--- src/rtl/mem_loader.sv ---
`default_nettype none
// ============================================================================
// Module   : mem_loader
// Purpose  : Receives a framed byte stream over a valid/ready handshake and
//            writes the payload into consecutive locations of the 8-bit data
//            memory. Holds the CPU stalled until the first frame whose
//            checksum matches has been written.
//
//            Frame: 0xA5, start address, length (0 = 256), payload, XOR sum.
//
// Ports    : clk        in   system clock, rising edge
//            rst        in   asynchronous reset, active low
//            in_valid   in   in_data is valid
//            in_data    in   [7:0] stream byte
//            pause      in   back-pressure, forces in_ready low
//            in_ready   out  byte accepted when in_valid & in_ready
//            memwrite   out  registered memory write strobe
//            memread    out  tied low, the read port is never used
//            address    out  [7:0] registered memory address
//            writedata  out  [7:0] registered memory write data
//            busy       out  a frame is in progress
//            done       out  one-cycle pulse on a good frame
//            err        out  sticky bad-checksum flag, cleared by next sync
//            cpu_hold   out  CPU stall, released by the first good frame
//
// Revision : 1.0 - initial release
// ============================================================================
module mem_loader (
  input  logic       clk,
  input  logic       rst,
  input  logic       in_valid,
  input  logic [7:0] in_data,
  input  logic       pause,
  output logic       in_ready,
  output logic       memwrite,
  output logic       memread,
  output logic [7:0] address,
  output logic [7:0] writedata,
  output logic       busy,
  output logic       done,
  output logic       err,
  output logic       cpu_hold
);

  localparam logic [7:0] SYNC_BYTE = 8'hA5;

  typedef enum logic [2:0] {
    S_IDLE = 3'd0,
    S_ADDR = 3'd1,
    S_LEN  = 3'd2,
    S_DATA = 3'd3,
    S_CHK  = 3'd4,
    S_DONE = 3'd5
  } state_t;

  state_t     state_q, state_d;
  logic [7:0] ptr_q, ptr_d;
  logic [8:0] cnt_q, cnt_d;
  logic [7:0] xor_q, xor_d;
  logic       memwrite_q, memwrite_d;
  logic [7:0] address_q, address_d;
  logic [7:0] writedata_q, writedata_d;
  logic       done_q, done_d;
  logic       err_q, err_d;
  logic       hold_q, hold_d;
  logic       accept;

  // Gating with rst keeps in_ready low for the whole time reset is asserted
  // and lets it rise as soon as reset is released.
  assign in_ready = rst & ~pause & (state_q != S_DONE);
  assign accept   = in_valid & in_ready;

  always_ff @(posedge clk or negedge rst) begin
    if (!rst) begin
      state_q     <= S_IDLE;
      ptr_q       <= 8'h00;
      cnt_q       <= 9'd0;
      xor_q       <= 8'h00;
      memwrite_q  <= 1'b0;
      address_q   <= 8'h00;
      writedata_q <= 8'h00;
      done_q      <= 1'b0;
      err_q       <= 1'b0;
      hold_q      <= 1'b1;
    end else begin
      state_q     <= state_d;
      ptr_q       <= ptr_d;
      cnt_q       <= cnt_d;
      xor_q       <= xor_d;
      memwrite_q  <= memwrite_d;
      address_q   <= address_d;
      writedata_q <= writedata_d;
      done_q      <= done_d;
      err_q       <= err_d;
      hold_q      <= hold_d;
    end
  end

  always_comb begin
    state_d     = state_q;
    ptr_d       = ptr_q;
    cnt_d       = cnt_q;
    xor_d       = xor_q;
    memwrite_d  = 1'b0;   // strobe only in the cycle after a payload byte
    address_d   = address_q;
    writedata_d = writedata_q;
    done_d      = 1'b0;   // pulse
    err_d       = err_q;
    hold_d      = hold_q;

    case (state_q)
      S_IDLE: begin
        // Non-sync bytes are consumed and dropped so the stream can resync.
        if (accept && (in_data == SYNC_BYTE)) begin
          state_d = S_ADDR;
          err_d   = 1'b0;
        end
      end
      S_ADDR: begin
        if (accept) begin
          ptr_d   = in_data;
          xor_d   = 8'h00;
          state_d = S_LEN;
        end
      end
      S_LEN: begin
        if (accept) begin
          cnt_d   = (in_data == 8'h00) ? 9'd256 : {1'b0, in_data};
          state_d = S_DATA;
        end
      end
      S_DATA: begin
        if (accept) begin
          memwrite_d  = 1'b1;
          address_d   = ptr_q;
          writedata_d = in_data;
          ptr_d       = ptr_q + 8'd1;   // natural 8-bit wrap
          xor_d       = xor_q ^ in_data;
          cnt_d       = cnt_q - 9'd1;
          if (cnt_q == 9'd1) begin
            state_d = S_CHK;
          end
        end
      end
      S_CHK: begin
        if (accept) begin
          if (in_data == xor_q) begin
            done_d = 1'b1;
            hold_d = 1'b0;
          end else begin
            err_d  = 1'b1;
          end
          state_d = S_DONE;
        end
      end
      S_DONE: begin
        state_d = S_IDLE;
      end
      default: begin
        state_d = S_IDLE;
      end
    endcase
  end

  assign memwrite  = memwrite_q;
  assign memread   = 1'b0;
  assign address   = address_q;
  assign writedata = writedata_q;
  assign busy      = (state_q != S_IDLE);
  assign done      = done_q;
  assign err       = err_q;
  assign cpu_hold  = hold_q;

endmodule
`default_nettype wire
--- config.mk ---
export PLATFORM = sky130hd
export DESIGN_NAME = mem_loader
export DESIGN_NICKNAME = d
export VERILOG_FILES = /design/src/rtl/mem_loader.sv
export SDC_FILE = /design/constraint.sdc
export NUM_CORES = 1
export LEC_CHECK = 0
export ABC_AREA = 1
export CORE_AREA = 4 4 82 84
export DETAILED_ROUTE_END_ITERATION = 16
export DIE_AREA = 0 0 86 88
export PLACE_DENSITY = 0.69
export SLEW_MARGIN = 20
export SYNTH_ARGS = -nofsm -noshare
export SYNTH_HDL_FRONTEND = slang
export SYNTH_SLANG_ARGS = --single-unit
--- constraint.sdc ---
create_clock -name clk -period 1.4 [get_ports clk]
set_input_delay 0.21 -clock clk [delete_from_list [all_inputs] [get_ports clk]]
set_output_delay 0.21 -clock clk [all_outputs]
set_load 0.02 [all_outputs]
==> report_table.html <==
<table>
<tr><th>Metric</th><th>Value</th></tr>
<tr><th colspan="2">Outcome</th></tr>
<tr><td>Run status</td><td>finished clean</td></tr>
<tr><th colspan="2">Critical path</th></tr>
<tr><td>WS Path Type</td><td>reg2reg</td></tr>
<tr><td>Crit-path max FO</td><td>13</td></tr>
<tr><td>Worst path buffer plus inverter count</td><td>3</td></tr>
<tr><td>Slack of the worst reg-to-reg path</td><td>20 ps</td></tr>
<tr><td>CP startpoint kind</td><td>flop</td></tr>
<tr><td>Master of the slowest instance on the critical path</td><td>dfrtp_2</td></tr>
<tr><td>CP arrival</td><td>between 1500 and 2000 ps</td></tr>
<tr><td>Gate family responsible for the most delay along the worst path</td><td>flip-flops</td></tr>
<tr><td>Critical Path Max Stage Delay</td><td>around 460 ps</td></tr>
<tr><td>Endpoint class of the critical path</td><td>flop</td></tr>
<tr><td>Cell depth of the worst setup path</td><td>7</td></tr>
<tr><td>Required arrival time at the worst endpoint</td><td>approximately 1600 ps</td></tr>
<tr><td>Startpoint of the most critical setup path</td><td>state_q[2]</td></tr>
<tr><td>Cell mode on critical path</td><td>buf_12</td></tr>
<tr><td>Crit path cell chain</td><td>inv_4 &gt; buf_12 &gt; nand3_4 &gt; buf_12 &gt; nand2_1 &gt; a21boi_1 &gt; o22ai_1</td></tr>
<tr><td>R2R Path Start</td><td>state_q[2]</td></tr>
<tr><td>Depth of the worst register-to-register path</td><td>7</td></tr>
<tr><td>Worst R2R End</td><td>cnt_q[3]</td></tr>
<tr><th colspan="2">Placement</th></tr>
<tr><td>Count of buffers inserted at the top-level ports</td><td>33</td></tr>
<tr><td>Routability congestion estimate</td><td>roughly 0.85</td></tr>
<tr><td>Final HPWL DP</td><td>4590 um</td></tr>
<tr><td>Setup slack after placement</td><td>-298 ps</td></tr>
<tr><th colspan="2">Power and ir drop</th></tr>
<tr><td>Net Sw Frac</td><td>between 40 and 50%</td></tr>
<tr><td>Logic pwr share</td><td>between 50% and 60%</td></tr>
<tr><td>Switching power total</td><td>about 2.9 mW</td></tr>
<tr><td>Sum of internal, switching and leakage power</td><td>6.95 mW</td></tr>
<tr><td>Power Internal</td><td>about 4.1 mW</td></tr>
<tr><td>Part of the total power dissipated in the clock network</td><td>roughly 14%</td></tr>
<tr><td>Static leakage</td><td>~1.9 nW</td></tr>
<tr><td>Flop pwr share</td><td>34.6%</td></tr>
<tr><td>Power density relative to cell area</td><td>1940 nW/um2</td></tr>
<tr><td>Peak ir drop on the vdd network</td><td>around 900 uV</td></tr>
<tr><th colspan="2">CTS</th></tr>
<tr><td>Cell at the root of the clock tree</td><td>clkbuf_8</td></tr>
<tr><td>CTS clk-pin slew, worst paths</td><td>about 90 ps</td></tr>
<tr><td>Clk sink count</td><td>48</td></tr>
<tr><td>Max clock buf depth</td><td>2</td></tr>
<tr><td>CTS tree</td><td>yes</td></tr>
<tr><td>Total number of H-tree levels</td><td>2</td></tr>
<tr><td>Insertion delay to the later sink of the worst-skew pair</td><td>300 ps</td></tr>
<tr><td>Clock buffer count from CTS</td><td>5</td></tr>
<tr><th colspan="2">Timing</th></tr>
<tr><td>Worst Hold Slack</td><td>61.8 ps</td></tr>
<tr><td>Final slew viol count</td><td>0</td></tr>
<tr><td>Setup violators final</td><td>0</td></tr>
<tr><td>Final hold vios</td><td>0</td></tr>
<tr><td>Setup TNS</td><td>0 ps</td></tr>
<tr><td>Transition time of the tightest slew-check pin</td><td>609 ps</td></tr>
<tr><td>Setup Skew</td><td>a little over 7 ps</td></tr>
<tr><td>Rel. slew slack</td><td>around three fifths</td></tr>
<tr><td>Max Clk Rate</td><td>about 0.73 GHz</td></tr>
<tr><td>Worst Setup Slack, final</td><td>about 21 ps</td></tr>
<tr><td>Post-layout minimum cycle time</td><td>about 1400 ps</td></tr>
<tr><td>Setup repair after global routing missed its margin</td><td>true</td></tr>
<tr><td>Share of the clock period used by the worst path after layout</td><td>a little over nine tenths</td></tr>
<tr><th colspan="2">Drt</th></tr>
<tr><td>Total Wirelength</td><td>between 6000 and 7000 um</td></tr>
<tr><td>Pre-antenna DRT Iters</td><td>4</td></tr>
<tr><td>Number of DRC violations after detailed routing</td><td>0</td></tr>
<tr><td>Number of nets with antenna violations after detailed routing</td><td>0</td></tr>
<tr><td>Routed vias/inst</td><td>4.90</td></tr>
<tr><td>Number of vias in the routed layout</td><td>2377</td></tr>
<tr><td>Mean routed wirelength per cell</td><td>between 10 and 15 um</td></tr>
<tr><td>Starting DRT DRC Count</td><td>70</td></tr>
<tr><th colspan="2">Logic synthesis</th></tr>
<tr><td>Cell Area, Synth</td><td>2650 um2</td></tr>
<tr><td>#FFs+latches synth</td><td>between 40 and 50</td></tr>
<tr><td>Total number of yosys warnings</td><td>0</td></tr>
<tr><td>Share of the yosys chip area belonging to registers</td><td>around 45%</td></tr>
<tr><td>Mapped Cells</td><td>around 330</td></tr>
<tr><td>Synthesized area divided by synthesized cell count</td><td>about 8.0 um2</td></tr>
<tr><td>Count of cell types in the netlist</td><td>34</td></tr>
<tr><td>Post-Syn Nets</td><td>~350</td></tr>
<tr><th colspan="2">GRT</th></tr>
<tr><td>Total overflow reported by the global router</td><td>0</td></tr>
<tr><td>Global-route usage over all layers</td><td>16.7%</td></tr>
<tr><td>Wire length of the first global-routing pass</td><td>roughly 10000 um</td></tr>
<tr><td>Initial antenna violation count</td><td>0</td></tr>
<tr><td>Vias in the first global route</td><td>roughly 2300</td></tr>
<tr><td>Pin count of the biggest net entering global routing</td><td>a little under 50</td></tr>
<tr><th colspan="2">Final layout</th></tr>
<tr><td>Most frequent cells in the layout</td><td>92 x nand2_1, 46 x dfrtp_1, 42 x buf_4, 35 x inv_1, 27 x nor2_1</td></tr>
<tr><td>Antenna diodes</td><td>0</td></tr>
<tr><td>Area Overhead vs Synth</td><td>35.2%</td></tr>
<tr><td>Layout cell share with drive strength beyond 1</td><td>a little over a quarter</td></tr>
<tr><td>Total number of nets in the final design</td><td>between 400 and 500</td></tr>
<tr><td>Utilization after layout</td><td>60.5%</td></tr>
<tr><td>Most common library cell in the layout ignoring fill and taps</td><td>nand2_1</td></tr>
<tr><th colspan="2">Floorplan</th></tr>
<tr><td>Horiz. Die Dim</td><td>~86 um</td></tr>
<tr><td>Die boundary height</td><td>between 80 and 90 um</td></tr>
<tr><td>Starting Density</td><td>around 45%</td></tr>
<tr><td>Total die area</td><td>around 7600 um2</td></tr>
<tr><td># IOs</td><td>35</td></tr>
<tr><td>Core footprint</td><td>roughly 5900 um2</td></tr>
<tr><td>Count of standard-cell rows</td><td>28</td></tr>
<tr><th colspan="2">Run</th></tr>
<tr><td>Number of max-cap violations</td><td>0</td></tr>
<tr><th colspan="2">Worst hold path</th></tr>
<tr><td>Kind of path behind the tightest hold check</td><td>in2async</td></tr>
</table>
==> power groups by stage <==
stage	clock network, mW	registers [mW]	logic (mW)
after floorplan	0	2.60	1.86
after global placement	0	2.39	3.33
after detailed placement	0	2.41	3.40
after CTS	1.02	2.39	3.35
after global routing	1.07	2.48	3.95
final	0.989	2.40	3.56
==> stage by stage <==
stage,cells,area [um2]
floorplan,332,2650
finish,485,3580
CTS,480,3470
detailed placement,471,3350
global placement,471,3350
global route,485,3580
==> final cells by class <==
class,count,area [um2]
clock inverter,2,35.0
clock buffer,6,72.6
sequential,48,1200
fill,544,2340
tap,75,93.8
timing repair buffer,82,748
inverter,46,193
multi-input combinational,226,1240
==> logic make-up (layout without fill, tap and decap cells) <==
logic type      count (synthesis)  count (layout)  synth area share (%)
compound gates                 61              61                  13.8
simple gates                  156             156                  26.9
other cells                     1               1                 0.141
flops                          48              48                  45.4
fa+ha+maj                       3               3                  1.42
buf+inv                        58             136                  10.8
xor+xnor                        5               5                  1.65
==> worst register-to-register path: stages (launching register included) <==
cell and delay [ps]:
dfrtp_2 460, inv_4 80, buf_12 100, nand3_4 100, buf_12 170, nand2_1 110, a21boi_1 170, o22ai_1 90
==> registers in the layout, summed over array words and instances, names as in the netlist <==
signal and flops:
memwrite 1, cnt_q 9, writedata 8, xor_q 8
ptr_q 8, done 1, err 1, cpu_hold 1
state_q 3, address 8
==> layer usage <==
metal  track usage, %  up-vias  wire length (um)
met3             2.63        7               247
li1                 -     1198                 -
met1             22.0     1123              2850
met4             4.17        0                54
met2             28.6       49              2960
met5                0        -                 0
==> synthesized netlist by cell type, drive strengths merged <==
cell type,n,share of area (%)
conb,1,0.14
dfrtp,47,44
o21ai,38,7.2
xnor2,1,0.33
o22ai,9,3.1
a21oi,9,2.0
buf,12,4.0
a21boi,2,0.57
dfstp,1,0.99
or2,3,0.71
ha,3,1.4
xor2,4,1.3
nand4,1,0.24
nor3,3,0.99
nand3,16,5.4
inv,46,6.8
nand2,97,14
a31oi,2,0.71
nor4,1,0.24
a22oi,1,0.28
nor2,35,5.3
==> timing repair <==
action | CTS | global route
hold buffers | 0 | 0
pin swaps | 2 | 10
setup endpoints to repair | 31 | 42
resized for setup | 35 | 39
setup buffers | 1 | 5
==> worst max path at each step <==
stage / end / slack (ps)
finish: cnt_q[3] / 20
global route: ptr_q[4] / -60
CTS: busy / -100
detailed placement: cnt_q[0] / -300
global placement: state_q[1] / -240
floorplan: state_q[0] / 60
No activity file was read; power rests on OpenSTA's default activity.
